===== config.mk =====
export PLATFORM = sky130hd
export DESIGN_NAME = dvp_frame_tx
export DESIGN_NICKNAME = d
export VERILOG_FILES = /design/src/rtl/dvp_frame_tx.sv
export SDC_FILE = /design/constraint.sdc
export NUM_CORES = 1
export LEC_CHECK = 0
export ABC_AREA = 1
export BUFFER_PORTS_ARGS = -buffer_cell sky130_fd_sc_hd__buf_2
export CAP_MARGIN = 0
export CORE_ASPECT_RATIO = 1.25
export CORE_MARGIN = 1.5
export CORE_UTILIZATION = 35
export DETAILED_ROUTE_END_ITERATION = 12
export PLACE_DENSITY = 0.61
export SYNTH_ARGS = -nofsm -noshare
export SYNTH_HDL_FRONTEND = slang
export SYNTH_SLANG_ARGS = --single-unit

===== constraint.sdc =====
create_clock -name iCLK -period 2.5 [get_ports iCLK]
set_input_delay 0.5 -clock iCLK [delete_from_list [all_inputs] [get_ports iCLK]]
set_output_delay 0.5 -clock iCLK [all_outputs]
set_load 0.02 [all_outputs]

===== src/rtl/dvp_frame_tx.sv =====
// DVP frame transmitter: sensor-style FVAL/LVAL timing with test-pattern or external pixel data.
// All outputs are registered from the next-state decode so they stay aligned with the FSM.
module dvp_frame_tx #(
    parameter int DATA_SIZE = 8,
    parameter int H_ACTIVE  = 1280,
    parameter int V_ACTIVE  = 800,
    parameter int H_BLANK   = 160,
    parameter int V_FRONT   = 16,
    parameter int V_BACK    = 16,
    parameter int V_BLANK   = 64
) (
    input  logic                 iCLK,
    input  logic                 iRST,
    input  logic                 iSTART,
    input  logic                 iEND,
    input  logic [1:0]           iMODE,
    input  logic [DATA_SIZE-1:0] iPIX,
    output logic                 oREQ,
    output logic                 oFVAL,
    output logic                 oLVAL,
    output logic [DATA_SIZE-1:0] oDATA,
    output logic [15:0]          oX_Cont,
    output logic [15:0]          oY_Cont,
    output logic [31:0]          oFrame_Cont,
    output logic                 oBUSY
);

    localparam logic [2:0] S_IDLE   = 3'd0;
    localparam logic [2:0] S_FRONT  = 3'd1;
    localparam logic [2:0] S_LINE   = 3'd2;
    localparam logic [2:0] S_HBLANK = 3'd3;
    localparam logic [2:0] S_BACK   = 3'd4;
    localparam logic [2:0] S_VBLANK = 3'd5;

    localparam logic [15:0] FRONT_LAST  = 16'(V_FRONT - 1);
    localparam logic [15:0] LINE_LAST   = 16'(H_ACTIVE - 1);
    localparam logic [15:0] HBLANK_LAST = 16'(H_BLANK - 1);
    localparam logic [15:0] BACK_LAST   = 16'(V_BACK - 1);
    localparam logic [15:0] VBLANK_LAST = 16'(V_BLANK - 1);
    localparam logic [15:0] ROW_LAST    = 16'(V_ACTIVE - 1);
    localparam logic [15:0] BAR_LAST    = 16'(H_ACTIVE / 8 - 1);

    logic [2:0]  state, state_nxt;
    logic [15:0] cnt, cnt_nxt;
    logic [15:0] row, row_nxt;
    logic [15:0] bar_cnt, bar_cnt_nxt;
    logic [2:0]  bar_idx, bar_idx_nxt;
    logic [1:0]  mode, mode_nxt;
    logic        run, run_nxt;

    logic                 fval_nxt;
    logic                 lval_nxt;
    logic                 req_nxt;
    logic                 busy_nxt;
    logic                 frame_rise;
    logic [DATA_SIZE-1:0] data_nxt;
    logic [15:0]          x_nxt;
    logic [15:0]          y_nxt;

    function automatic logic [DATA_SIZE-1:0] pattern(
        input logic [1:0]           m,
        input logic [DATA_SIZE-1:0] x,
        input logic [DATA_SIZE-1:0] y,
        input logic [2:0]           bar,
        input logic [DATA_SIZE-1:0] ext
    );
        logic [DATA_SIZE-1:0] bar_pix;
        bar_pix = '0;
        bar_pix[DATA_SIZE-1 -: 3] = bar;
        case (m)
            2'd0:    return x;
            2'd1:    return y;
            2'd2:    return bar_pix;
            default: return ext;
        endcase
    endfunction

    // The request leads the line by one cycle, so it is high whenever the state after this one is LINE.
    function automatic logic req_ahead(input logic [2:0] st, input logic [15:0] c);
        case (st)
            S_FRONT:  return c == FRONT_LAST;
            S_LINE:   return c != LINE_LAST;
            S_HBLANK: return c == HBLANK_LAST;
            default:  return 1'b0;
        endcase
    endfunction

    // Stage p0: frame/line sequencing for the coming cycle
    always_comb begin
        state_nxt   = state;
        cnt_nxt     = cnt + 16'd1;
        row_nxt     = row;
        bar_cnt_nxt = bar_cnt;
        bar_idx_nxt = bar_idx;
        mode_nxt    = mode;
        if (iEND) begin
            run_nxt = 1'b0;
        end else if (iSTART && state == S_IDLE) begin
            run_nxt = 1'b1;
        end else begin
            run_nxt = run;
        end

        case (state)
            S_IDLE: begin
                cnt_nxt = '0;
                if ((run || iSTART) && !iEND) begin
                    state_nxt = S_FRONT;
                    row_nxt   = '0;
                    mode_nxt  = iMODE;
                end
            end
            S_FRONT: begin
                if (cnt == FRONT_LAST) begin
                    state_nxt   = S_LINE;
                    cnt_nxt     = '0;
                    bar_cnt_nxt = '0;
                    bar_idx_nxt = '0;
                end
            end
            S_LINE: begin
                if (bar_cnt == BAR_LAST) begin
                    bar_cnt_nxt = '0;
                    bar_idx_nxt = bar_idx + 3'd1;
                end else begin
                    bar_cnt_nxt = bar_cnt + 16'd1;
                end
                if (cnt == LINE_LAST) begin
                    cnt_nxt   = '0;
                    state_nxt = (row < ROW_LAST) ? S_HBLANK : S_BACK;
                end
            end
            S_HBLANK: begin
                if (cnt == HBLANK_LAST) begin
                    state_nxt   = S_LINE;
                    cnt_nxt     = '0;
                    row_nxt     = row + 16'd1;
                    bar_cnt_nxt = '0;
                    bar_idx_nxt = '0;
                end
            end
            S_BACK: begin
                if (cnt == BACK_LAST) begin
                    state_nxt = S_VBLANK;
                    cnt_nxt   = '0;
                end
            end
            S_VBLANK: begin
                if (cnt == VBLANK_LAST) begin
                    cnt_nxt = '0;
                    if (run_nxt) begin
                        state_nxt = S_FRONT;
                        row_nxt   = '0;
                        mode_nxt  = iMODE;
                    end else begin
                        state_nxt = S_IDLE;
                    end
                end
            end
            default: begin
                state_nxt = S_IDLE;
                cnt_nxt   = '0;
            end
        endcase
    end

    always_comb begin
        lval_nxt   = (state_nxt == S_LINE);
        fval_nxt   = (state_nxt != S_IDLE) && (state_nxt != S_VBLANK);
        busy_nxt   = (state_nxt != S_IDLE);
        req_nxt    = req_ahead(state_nxt, cnt_nxt);
        frame_rise = (state_nxt == S_FRONT) && (state != S_FRONT);
        data_nxt   = '0;
        x_nxt      = '0;
        y_nxt      = '0;
        if (lval_nxt) begin
            data_nxt = pattern(mode_nxt, cnt_nxt[DATA_SIZE-1:0], row_nxt[DATA_SIZE-1:0],
                               bar_idx_nxt, iPIX);
            x_nxt    = cnt_nxt;
            y_nxt    = row_nxt;
        end
    end

    // Stage p1: registered control and outputs
    always_ff @(posedge iCLK) begin
        if (iRST) begin
            state       <= S_IDLE;
            cnt         <= '0;
            run         <= 1'b0;
            oFVAL       <= 1'b0;
            oLVAL       <= 1'b0;
            oREQ        <= 1'b0;
            oBUSY       <= 1'b0;
            oDATA       <= '0;
            oX_Cont     <= '0;
            oY_Cont     <= '0;
            oFrame_Cont <= '0;
        end else begin
            state   <= state_nxt;
            cnt     <= cnt_nxt;
            run     <= run_nxt;
            oFVAL   <= fval_nxt;
            oLVAL   <= lval_nxt;
            oREQ    <= req_nxt;
            oBUSY   <= busy_nxt;
            oDATA   <= data_nxt;
            oX_Cont <= x_nxt;
            oY_Cont <= y_nxt;
            if (frame_rise) begin
                oFrame_Cont <= oFrame_Cont + 32'd1;
            end
        end
    end

    // Row, bar and mode are always re-initialised on frame or line entry before use.
    always_ff @(posedge iCLK) begin
        row     <= row_nxt;
        bar_cnt <= bar_cnt_nxt;
        bar_idx <= bar_idx_nxt;
        mode    <= mode_nxt;
    end

endmodule


==> impl_metrics.yaml <==
outcome:
  status: "complete, no violations"
cells_and_area:
  fin_nets: 1070
  diodes: 0
  final_common_cell: "nand2_1"
  drive_above_1_share_pct: 18.9
  syn_to_final_growth_pct: 22.3
  final_cell_mix: "199 x nand2_1, 140 x nor2_1, 129 x inv_1"
  postLayoutCoreUtil_pct: 43.4
  fillers: 1941
timing:
  slew_violations: 0
  slew_headroom_pct: 56.8
  timing.fmax_ghz: 0.444
  finalCritPeriodShare_pct: 90.1
  grt_setup_unrepaired: "true"
  fin_skew_ps: 13.4
  setup_viol: 0
  hold-worst-slack_ps: 312
  period_needed_ps: 2250
  max_slew.worst_pin.slew_ps: 641
  timing_hold_violations_final: 0
drt:
  vias_per_cell: 4.82
  drtIter0Drc: 258
  dr_wl_met2_um: 8510
  drc: 0
  routedWlPerCell_um: 13.6
  drtAntennaViolNets: 0
  first_pass_iters: 5
  routed_wl_um: 17600
  vias: 6243
  highest-signal-layer: "met4"
  route.met3.wl_um: 885
  wl_met1_um: 7630
setup_path:
  cp_num_buf_inv: 2
  worstPathArrival_ps: 2600
  start_kind: "flip-flop"
  path_delay_family: "simple AND/OR/NAND/NOR gates"
  required_ps: 2850
  max_stage_delay_ps: 350
  crit_type: "reg2reg"
  reg2reg_depth: 14
  cp_slowest_cell: "dfxtp_1"
  path_cells: "ha_1, nand2_2, inv_2, nand2_2, nor2_1, nand2_1, nand2_1, nand2_1, nor3_2, nand2_2, nor2_4, nand2_8, buf_8, a31oi_1"
  r2r_slack_ps: 250
  critPathMaxFanout: 22
  rr_startpoint: "cnt[1]"
  r2r_end: "oX_Cont[8]"
  cp-end-kind: "flip-flop"
yosys:
  synth-compound-area-share_pct: 8.99
  synth_mux_area_share_pct: 0
  synthArstFlopShare_pct: 0
  post_synth_num_cell_types: 44
  avgSynthCellArea_um2: 7.10
  synth-main-ff-cell: "dfxtp_1"
  yosys_warnings: 0
  yosys.area_share.simple_pct: 37.1
  synth_top_family_by_area: "simple AND/OR/NAND/NOR gates"
  synth_edf_count: 16
  netlist_instances: 935
  synth_xor_area_share_pct: 1.32
  synth_fp_nets: 954
  synth_fa_ha_area_share_pct: 0.942
  yosysSeqAreaShare_pct: 42.5
  ys_ff_latch: 133
  syn_area_mm2: 0.00664
clocking:
  clk_latency_ps: 430
  cts_buffers: 17
  cts_hold_buf: 0
  path_clk_slew_ps: 60
  cts.htree.levels: 4
  cts-root-buf: "clkbuf_16"
  cts_sinks: 133
  cts_tree: "built"
  clk_path_buf_depth: 2
floorplan:
  die_w_um: 126
  die_h_um: 157
  core_area_mm2: 0.0187
  dieArea_mm2: 0.0198
  start_util_pct: 35.5
  rows: 56
  ioPinCount: 90
hold_path:
  min_to: "oDATA[2]"
  min_from: "iPIX[2]"
  hp-class: "in2reg"
  whs_path_depth: 3
grt:
  grt_max_degree: 38
  grt_overflow: 0
  grt_pass1_wl_um: 28600
  antenna_found_initial: 0
  grt_use_total_pct: 18.4
  first_global_vias: 5909
power_and_ir_drop:
  p_switching_mw: 1.28
  p_int_mw: 4.04
  pwr-share-comb_pct: 6.5
  p_sw_share_pct: 24.1
  power_density_mw_per_mm2: 655
  power.share.clock_pct: 51.6
  ir_drop_mv: 0.425
  power.leakage_nw: 3.59
  total_power_mw: 5.32
  p_seq_share_pct: 41.9
placed_design:
  detailed_place_hpwl_um: 13300
  io_buffers: 89
  place_congestion: 0.882
flow_run:
  maxCapViolations: 0
## repair_timing
action / CTS / global route
resized for setup: 0 / 4
setup buffers: 0 / 3
endpoints found under the setup margin: 0 / 23
## cell families (layout without fill, tap and decap cells)
kind of cell / Yosys count / count (layout)
AND/OR/NAND/NOR: 528 / 528
XOR/XNOR: 10 / 10
buffers and inverters: 153 / 282
flip-flops: 133 / 133
adder cells (fa/ha/maj): 5 / 5
AO/OA/AOI/OAI: 106 / 106
## Yosys cell counts, types with 2 or more instances
cell type / instances / area share (%)
nand2_1: 199 / 11
nor2_1: 141 / 8.0
inv_1: 129 / 7.3
dfxtp_1: 117 / 35
nand3_1: 66 / 5.0
a21oi_1: 37 / 2.8
o21ai_0: 37 / 2.8
nor3_1: 34 / 2.6
nand4_1: 17 / 1.6
edfxtp_1: 16 / 7.2
nor2_4: 15 / 2.5
nand2_2: 10 / 0.94
inv_2: 8 / 0.45
nor3b_1: 8 / 0.90
a31oi_1: 7 / 0.66
buf_2: 7 / 0.53
nor4_1: 7 / 0.66
and3_1: 6 / 0.57
nand2_4: 6 / 1.0
o211ai_1: 6 / 0.68
xor2_1: 6 / 0.79
ha_1: 5 / 0.94
nor2_2: 5 / 0.47
or2_2: 5 / 0.47
clkbuf_1: 4 / 0.23
o21ai_1: 4 / 0.30
xnor2_1: 4 / 0.53
and2_1: 3 / 0.28
nand3_2: 3 / 0.45
o21a_1: 3 / 0.34
o21bai_1: 3 / 0.34
a21boi_1: 2 / 0.23
a22oi_1: 2 / 0.23
nor3_2: 2 / 0.30
o31ai_1: 2 / 0.23
## area by class of cell
cell class / instances / area (µm²) / share of cell area [%]
multi-input cells: 649 / 3220 / 39.6
flip-flops and latches: 133 / 2820 / 34.7
repair buffers: 111 / 618 / 7.61
inverters: 139 / 527 / 6.48
clock buffers: 19 / 453 / 5.57
well taps: 232 / 290 / 3.57
clock inverters: 13 / 194 / 2.39
## power groups by stage
| stage | registers [mW] | logic, mW | clock network, mW |
|---|---|---|---|
| global route | 2.23 | 0.389 | 2.89 |
| detailed placement | 2.28 | 0.341 | 0 |
| global placement | 2.27 | 0.340 | 0 |
| CTS | 2.23 | 0.342 | 2.80 |
| floorplan | 2.28 | 0.225 | 0 |
| finish | 2.23 | 0.348 | 2.75 |
## flip-flops by register name (all words and copies together) (netlist names)
signal and cells:
state 3, oREQ 1, oY_Cont 16, oX_Cont 16
oDATA 8, bar_idx 3, oBUSY 1, bar_cnt 16
mode 2, oFrame_Cont 32, cnt 16, oFVAL 1
run 1, oLVAL 1, row 16
## tightest hold or removal path, delay by kind of cell
| kind | cells | cell delay (ps) |
|---|---|---|
| simple gates | 2 | 130 |
| buf+inv | 1 | 80 |
## metal layers
metal	track usage [%]	vias up
li1	-	3246
met1	21.0	2782
met2	31.8	172
met3	4.89	43
met4	9.14	0
met5	0	-
## worst max path at each step
stage | cells past startpoint | slack [ps] | to | start
6_report | 14 | 250 | oX_Cont[8] | cnt[1]
5_1_grt | 14 | -20 | oX_Cont[8] | cnt[1]
4_1_cts | 14 | 90 | oX_Cont[1] | cnt[1]
3_5_place_dp | 14 | 100 | oX_Cont[1] | cnt[1]
3_3_place_gp | 14 | 170 | oX_Cont[8] | cnt[1]
2_1_floorplan | 16 | 150 | oDATA[5] | cnt[0]
## through the flow
| stage | setup TNS [ps] | setup slack (ps) | instance area [µm²] | cells |
|---|---|---|---|---|
| after global placement | 0 | 171 | 7440 | 1261 |
| after CTS | 0 | 94.1 | 8080 | 1293 |
| after global routing | -20.3 | -20.3 | 8130 | 1296 |
| after detailed placement | 0 | 103 | 7440 | 1261 |
| after floorplan | 0 | 148 | 6640 | 935 |
| final | 0 | 246 | 8130 | 1296 |
No activity file was read; power rests on OpenSTA's default activity.
